`config.mk`:
```
export PLATFORM = sky130hd
export DESIGN_NAME = mod_updown_counter_flat
export DESIGN_NICKNAME = d
export VERILOG_FILES = /design/src/rtl/mod_updown_counter_if.sv /design/src/rtl/mod_updown_counter.sv /design/src/flat_wrapper.sv
export SDC_FILE = /design/constraint.sdc
export NUM_CORES = 1
export LEC_CHECK = 0
export CORE_MARGIN = 5
export CORE_UTILIZATION = 60
export DETAILED_ROUTE_END_ITERATION = 8
export DONT_BUFFER_PORTS = 1
export PLACE_DENSITY = 0.78
export SETUP_SLACK_MARGIN = 0.02
export SLEW_MARGIN = 20
export SYNTH_ARGS = -nofsm -noshare
export SYNTH_HDL_FRONTEND = slang
export SYNTH_SLANG_ARGS = --single-unit
```
`constraint.sdc`:
```
create_clock -name clk -period 5.5 [get_ports clk]
set_clock_uncertainty 0.2 [all_clocks]
set_input_delay 0.55 -clock clk [delete_from_list [all_inputs] [get_ports clk]]
set_output_delay 0.55 -clock clk [all_outputs]
set_load 0.1 [all_outputs]
```
`src/rtl/mod_updown_counter_if.sv`:
```
`default_nettype none
// ============================================================================
// Module      : mod_updown_counter_if
// Description : Control/status bundle for mod_updown_counter.
//               master modport : drives en, load, load_val, up, sat, clr_ovf;
//                                observes count, tc, ovf.
//               slave modport  : the counter side of the same signals.
// Ports       : en, load, load_val[WIDTH-1:0], up, sat, clr_ovf (to counter)
//               count[WIDTH-1:0], tc, ovf                      (from counter)
// Revision    : 1.0 - initial release
// ============================================================================
interface mod_updown_counter_if #(
   parameter int WIDTH = 8
);
   logic             en;
   logic             load;
   logic [WIDTH-1:0] load_val;
   logic             up;
   logic             sat;
   logic             clr_ovf;
   logic [WIDTH-1:0] count;
   logic             tc;
   logic             ovf;

   modport master (
      output en, load, load_val, up, sat, clr_ovf,
      input  count, tc, ovf
   );

   modport slave (
      input  en, load, load_val, up, sat, clr_ovf,
      output count, tc, ovf
   );
endinterface
`default_nettype wire

```
`src/rtl/mod_updown_counter.sv`:
```
`default_nettype none
// ============================================================================
// Module      : mod_updown_counter
// Description : Parametrised modulo up/down counter with direction control,
//               wrap/saturate mode, synchronous load, registered
//               terminal-count pulse and sticky overflow flag.
//               Optional enable prescaler, compiled in with the macro
//               COUNTER_PRESCALE_EN (PRESCALE en-cycles per count step).
// Ports       : clk   - clock, rising edge
//               arstn - asynchronous active-low reset
//               bus   - mod_updown_counter_if.slave
//                       en, load, load_val, up, sat, clr_ovf in;
//                       count, tc, ovf out (all registered)
// Parameters  : WIDTH (2..32), MODULUS (2..2**WIDTH), RESET_VAL (<MODULUS),
//               PRESCALE (>=1, used only with COUNTER_PRESCALE_EN)
// Revision    : 1.0 - initial release
// ============================================================================
module mod_updown_counter #(
   parameter int     WIDTH     = 8,
   parameter longint MODULUS   = 256,
   parameter longint RESET_VAL = 0,
   parameter int     PRESCALE  = 4
) (
   input  wire logic               clk,
   input  wire logic               arstn,
   mod_updown_counter_if.slave     bus
);

   localparam logic [WIDTH-1:0] c_max   = WIDTH'(MODULUS - 1);
   localparam logic [WIDTH-1:0] c_reset = WIDTH'(RESET_VAL);

   // Elaboration-time parameter sanity checks.
   generate
      if (WIDTH < 2 || WIDTH > 32) begin : g_bad_width
         $error("mod_updown_counter: WIDTH out of range");
      end
      if (MODULUS < 2 || MODULUS > (64'd1 << WIDTH)) begin : g_bad_modulus
         $error("mod_updown_counter: MODULUS out of range");
      end
      if (RESET_VAL < 0 || RESET_VAL >= MODULUS) begin : g_bad_reset_val
         $error("mod_updown_counter: RESET_VAL must be below MODULUS");
      end
      if (PRESCALE < 1) begin : g_bad_prescale
         $error("mod_updown_counter: PRESCALE must be at least 1");
      end
   endgenerate

   logic [WIDTH-1:0] r_count;
   logic             r_tc;
   logic             r_ovf;

   logic             w_step;
   logic             w_boundary;
   logic             w_event;
   logic [WIDTH-1:0] w_load_clamped;
   logic [WIDTH-1:0] w_count_nxt;

`ifdef COUNTER_PRESCALE_EN
   localparam int               c_pw      = (PRESCALE > 1) ? $clog2(PRESCALE) : 1;
   localparam logic [c_pw-1:0]  c_pre_max = c_pw'(PRESCALE - 1);

   logic [c_pw-1:0] r_pre;
   logic            w_pre_tc;

   assign w_pre_tc = (r_pre == c_pre_max);
   assign w_step   = bus.en & w_pre_tc;

   // Counts en-cycles only; the stepping cycle returns it to zero so the
   // period is exactly PRESCALE enabled cycles regardless of en gaps.
   always_ff @(posedge clk or negedge arstn) begin
      if (!arstn) begin
         r_pre <= '0;
      end else if (bus.load) begin
         r_pre <= '0;
      end else if (bus.en) begin
         r_pre <= w_pre_tc ? '0 : r_pre + 1'b1;
      end
   end
`else
   assign w_step = bus.en;
`endif

   // A load never clamps when MODULUS == 2**WIDTH since c_max is all ones.
   assign w_load_clamped = (bus.load_val > c_max) ? c_max : bus.load_val;

   assign w_boundary = bus.up ? (r_count == c_max) : (r_count == '0);
   assign w_event    = ~bus.load & w_step & w_boundary;

   // Explicit compare-and-wrap keeps arithmetic modulo MODULUS even when it
   // is not a power of two.
   always_comb begin
      w_count_nxt = r_count;
      if (w_boundary) begin
         if (!bus.sat) begin
            w_count_nxt = bus.up ? '0 : c_max;
         end
      end else begin
         w_count_nxt = bus.up ? r_count + 1'b1 : r_count - 1'b1;
      end
   end

   always_ff @(posedge clk or negedge arstn) begin
      if (!arstn) begin
         r_count <= c_reset;
         r_tc    <= 1'b0;
         r_ovf   <= 1'b0;
      end else begin
         if (bus.load) begin
            r_count <= w_load_clamped;
            r_tc    <= 1'b0;
         end else if (w_step) begin
            r_count <= w_count_nxt;
            r_tc    <= w_boundary;
         end else begin
            r_tc    <= 1'b0;
         end
         // Set has priority over clear on the same edge.
         r_ovf <= w_event | (r_ovf & ~bus.clr_ovf);
      end
   end

   assign bus.count = r_count;
   assign bus.tc    = r_tc;
   assign bus.ovf   = r_ovf;

endmodule
`default_nettype wire

```
`src/flat_wrapper.sv`:
```
// flat-port wrapper written by rule: the top's interface ports become plain ports
module mod_updown_counter_flat 
#(
   parameter int     WIDTH     = 8,
   parameter longint MODULUS   = 256,
   parameter longint RESET_VAL = 0,
   parameter int     PRESCALE  = 4
)
  (clk, arstn, bus_en, bus_load, bus_load_val, bus_up, bus_sat, bus_clr_ovf, bus_count, bus_tc, bus_ovf);
  mod_updown_counter_if #(.WIDTH(WIDTH)) bus_i ();
  input  wire logic clk;
  input  wire logic arstn;
  input wire logic [$bits(bus_i.en)-1:0] bus_en;
  input wire logic [$bits(bus_i.load)-1:0] bus_load;
  input wire logic [$bits(bus_i.load_val)-1:0] bus_load_val;
  input wire logic [$bits(bus_i.up)-1:0] bus_up;
  input wire logic [$bits(bus_i.sat)-1:0] bus_sat;
  input wire logic [$bits(bus_i.clr_ovf)-1:0] bus_clr_ovf;
  output wire logic [$bits(bus_i.count)-1:0] bus_count;
  output wire logic [$bits(bus_i.tc)-1:0] bus_tc;
  output wire logic [$bits(bus_i.ovf)-1:0] bus_ovf;
  assign bus_i.en = bus_en;
  assign bus_i.load = bus_load;
  assign bus_i.load_val = bus_load_val;
  assign bus_i.up = bus_up;
  assign bus_i.sat = bus_sat;
  assign bus_i.clr_ovf = bus_clr_ovf;
  assign bus_count = bus_i.count;
  assign bus_tc = bus_i.tc;
  assign bus_ovf = bus_i.ovf;
  mod_updown_counter #(.WIDTH(WIDTH), .MODULUS(MODULUS), .RESET_VAL(RESET_VAL), .PRESCALE(PRESCALE)) u_core (.clk(clk), .arstn(arstn), .bus(bus_i));
endmodule
```
# Word level (Yosys, flattened, before mapping)

Cells that the tools add are included.

Add/subtract/negate cells: 2
Magnitude comparators: 1
Equality and inequality tests: 2
Mux-type cells: 10
Bitwise operators: 6
Reductions and logical operators: 3

Operator list:

| operator                                                           | count |
|---|---|
| 8-bit two-way mux                                                  | 7 |
| 8-bit by 1-bit adder with 8-bit output, second input constant      | 1 |
| 8-bit == test, second input constant                               | 1 |
| 8-bit greater-than comparator, second input constant               | 1 |
| 8-bit zero test                                                    | 1 |
| 8-bit by 1-bit subtractor with 8-bit output, second input constant | 1 |
| 1-bit AND                                                          | 3 |
| 1-bit two-way mux                                                  | 3 |
| 3-bit inequality test, second input constant                       | 1 |
| 1-bit inverter                                                     | 2 |
| 2-bit AND reduction                                                | 1 |
| 2-bit nonzero test                                                 | 1 |
| 1-bit bitwise OR                                                   | 1 |

Bits in registers: 10
Bits of input ports: 15
Output and inout port bits: 10
Logic and storage cells: 27

# Longest topological paths before layout

Word-level depth: 5
Gate-level depth with buffers: 7
Depth with buffers taken out: 7

# Worst setup path after synthesis

No wires, ideal clock.

Path type: register to register
Start: register u_core.r_count[2], in the netlist u_core.bus.count[2]
End: register u_core.r_count[6], in the netlist u_core.bus.count[6]
Library setup time: 125 ps
Arrival time: 2229 ps
Data required time: 5175 ps
Setup slack: 2946 ps
Cell stages (with the launch flop): 7
Path buffers: 0
Clock period less this slack: 2554 ps
Cell sequence: dfrtp_1 ha_1 a211oi_1 o21ai_0 a21o_1 a31oi_1 a21oi_1

Longest elaborated chain between the ends: 5
Elaborated cells on any way between the ends: 11
Classes of those cells: add/sub: 2; eq/ne: 2; mux: 5; reduce/logical: 2

RTL lines:

| element                                                                   | RTL line                                           | text |
|---|---|---|
| from (decl)                                                               | mod_updown_counter.sv:48                           | `logic [WIDTH-1:0] r_count;` |
| from (signal assigned)                                                    | mod_updown_counter.sv:104                          | `r_count <= c_reset;` |
| from (signal assigned)                                                    | mod_updown_counter.sv:109                          | `r_count <= w_load_clamped;` |
| from (signal assigned)                                                    | mod_updown_counter.sv:112                          | `r_count <= w_count_nxt;` |
| 8-bit by 1-bit subtractor with 8-bit output, or another cell as far along | mod_updown_counter.sv:98                           | `w_count_nxt = bus.up ? r_count + 1'b1 : r_count - 1'b1;` |
| 8-bit two-way mux / 1-bit two-way mux (equally long branches)             | mod_updown_counter.sv:98, mod_updown_counter.sv:86 |  |
| 8-bit two-way mux                                                         | mod_updown_counter.sv:93                           | `if (w_boundary) begin` |
| 8-bit two-way mux                                                         | mod_updown_counter.sv:111                          | `end else if (w_step) begin` |
| 8-bit two-way mux                                                         | mod_updown_counter.sv:108                          | `if (bus.load) begin` |

Parallel ways exist; a longest one is shown, timed or not. The select of a mux whose other input is x is not followed.
A chain may end at the register's enable or synchronous reset.

# Worst setup path after layout

Ends and elaborated chain as after synthesis.

==> flow_summary.toml <==
[synth]
seq_area_frac_synth_pct = 28.86
synth_edf_count = 0
synth_top_flop_cell = "dfrtp_1"
syn-num-nets = 122
synthesis.instances = 100
synth_top_area_share_pct = 28.86
synthArstFlopShare_pct = 100.0
yosys_warnings = 0
avgSynthCellArea_um2 = 8.671
synth_cell_types = 39
ys_seq_elements = 10
syn_area_um2 = 867.1
synth.area.top_cells = "dfrtp_1 29%, ha_1 8.7%, mux2i_1 4.6%"
yosysTopAreaCell = "dfrtp_1"

[drt]
drt_wl_total_um = 1920
postRouteAntennaNets = 0
drt_iter0_drc = 4
vias = 730
via_per_inst = 6.293
post-route-drc-count = 0
post_drt_wl_per_cell_um = 16.55
dr.pass1.iters = 4

[placed_design]
place_congestion = 0.8583
dp.cells = 112
dp_worst_setup_slack_ps = 2674
dp_hpwl_um = 1532
port_buffers = 0

[global_routing]
grt_pass1_wl_um = 3222
grt_max_degree = 18
overflow = 0
first_global_vias = 733
grt_use_total_pct = 19.89
antenna_found_initial = 0

[min_path]
hold-path-endpoint = "u_core.bus.count[3]"
min_path_cells = 1
worstHoldStart = "bus_load"
hp-class = "input pin to flip-flop"

[final_layout]
antenna_cells = 0
n_fill_cell = 113
layoutNonFillerInstCount = 116
syn2layout_area_growth_pct = 3.030
final_util_pct = 66.98
post_route_cells_drive_above_1_share_pct = 9.901
layout_common_cells = "10 x nor2_1, 10 x dfrtp_1, 8 x nand2_1"
fin_nets = 125

[clock_tree]
clock-sinks = 10
numCtsBuffers = 3
postCtsHoldBufs = 1
cts_max_path_buffers = 2
cts_setup_buffers = 0
cts_root_buffer = "clkbuf_4"
cts_resized = 0
path_clk_slew_ps = 60
cts_tree = "built"
clk_latency_ps = 250
cts_max_level = 1

[timing]
hold-worst-slack_ps = 178.3
slew_viol_final = 0
fin_crit_ps = 2891
fin_crit_sh_pct = 52.56
clock.fmax_mhz = 345.9
setup_viol = 0
rsz0062_at_grt = "false"
setup_tns_ps = 0
slew_headroom_pct = 28.36
hold_viol = 0
tightestPinTransition_ps = 1075
fin_ws_ps = 2609

[power]
clock_power_share_pct = 15.3
ir_drop_v = 0.0002218
p_per_area_mw_per_mm2 = 349.8
p_sw_uw = 160.4
p_sw_share_pct = 51.33
p_leak_uw = 0.0003860
internal-power_uw = 152.1
seqPwrFrac_pct = 53.4
combPwrFrac_pct = 31.2

[worst_setup_path]
worst_r2r_endpoint = "u_core.bus.count[6]"
startpoint_type = "flip-flop"
cp-end-kind = "flip-flop"
critPathArrivalTime_ps = 2830
crit_type = "flip-flop to flip-flop"
cp.required_ps = 5430
worstPathMaxFanout = 5
worst-r2r-cell-count = 6
r2r_slack_ps = 2610
crit-reg2reg-launch = "u_core.bus.count[2]"

[run_status]
status = "completed"

[die]
num_rows = 13
die_h_um = 48.02
die_area_mm2 = 0.002305
initial_core_util_pct = 65.01
core_area_mm2 = 0.001334
dieWidth_um = 48.02
boundaryPins = 25

[flow_run]
cap_violations = 0
[power groups by stage]
stage / clock [uW] / sequential (uW) / combinational, uW
floorplan: 0 / 164 / 82.3
global placement: 0 / 168 / 90.9
detailed placement: 0 / 169 / 93.8
CTS: 49.1 / 167 / 96.7
global route: 53.4 / 169 / 110
finish: 47.8 / 167 / 97.6
[layout make-up]
cell class,count,area (um2),area share [%]
clock buffers,3,22.52,2.521
inverters,5,18.77,2.101
multi-input cells,82,573.1,64.15
flip-flops and latches,10,250.2,28.01
well taps,15,18.77,2.101
repair buffers,1,10.01,1.120
[worst max-delay path, stage by stage, from the launching register on]
cell and delay, ps:
dfrtp_1 1010, ha_1 420, a211oi_1 410, o21ai_0 210, a21o_1 210, a31oi_1 250
a21oi_1 70
[kinds of logic (layout without fill, tap and decap cells)]
logic type / count (synthesis) / count (layout) / synth area share (%)
AO/OA/AOI/OAI: 28 / 28 / 21.35
AND/OR/NAND/NOR: 39 / 39 / 25.11
buffers and inverters: 8 / 9 / 5.050
flip-flops: 10 / 10 / 28.86
multiplexers: 4 / 4 / 4.618
adder cells (fa/ha/maj): 7 / 7 / 10.97
XOR/XNOR: 4 / 4 / 4.041
[sequential cells by signal (all words and copies together) (netlist names)]
name	cells
u_core.bus.count	8
u_core.bus.ovf	1
u_core.bus.tc	1
[how the worst max path moves through the flow]
stage / start / end / slack (ps) / cells past startpoint
4_1_cts: u_core.bus.count[2] / u_core.bus.count[6] / 2650 / 6
3_3_place_gp: u_core.bus.count[2] / u_core.bus.count[6] / 2710 / 6
2_1_floorplan: u_core.bus.count[2] / u_core.bus.count[6] / 2950 / 6
5_1_grt: u_core.bus.count[0] / u_core.bus.count[6] / 2530 / 6
6_report: u_core.bus.count[2] / u_core.bus.count[6] / 2610 / 6
3_5_place_dp: u_core.bus.count[0] / u_core.bus.count[6] / 2670 / 6
[synthesized netlist by cell type, types with 2 or more instances]
cell / number
nor2_1: 10
ha_1: 6
or2_2: 2
dfrtp_1: 10
a21oi_1: 3
xnor2_1: 3
o21bai_1: 2
mux2i_1: 4
a31oi_1: 2
nand3_1: 4
nand2b_1: 2
o21ai_1: 5
nor4_2: 2
nand2_1: 8
o21ai_0: 5
a211oi_1: 3
inv_1: 5
o31ai_1: 2
nor3_1: 2
[per-layer routing]
layer | GRT usage, % | up-vias | share of wire [%]
met5 | 0 | - | 0
met4 | 7.527 | 0 | 0.99
met3 | 3.383 | 4 | 7.3
met2 | 30.08 | 22 | 45
met1 | 28.21 | 336 | 46
li1 | - | 368 | -
[through the flow]
stage	instance area, um2	power (uW)
after global routing	893.4	333.0
after global placement	860.8	259.0
final	893.4	312.5
after floorplan	867.1	245.9
after detailed placement	860.8	262.6
after CTS	893.4	312.9
Power figures use the tool's default switching activity.
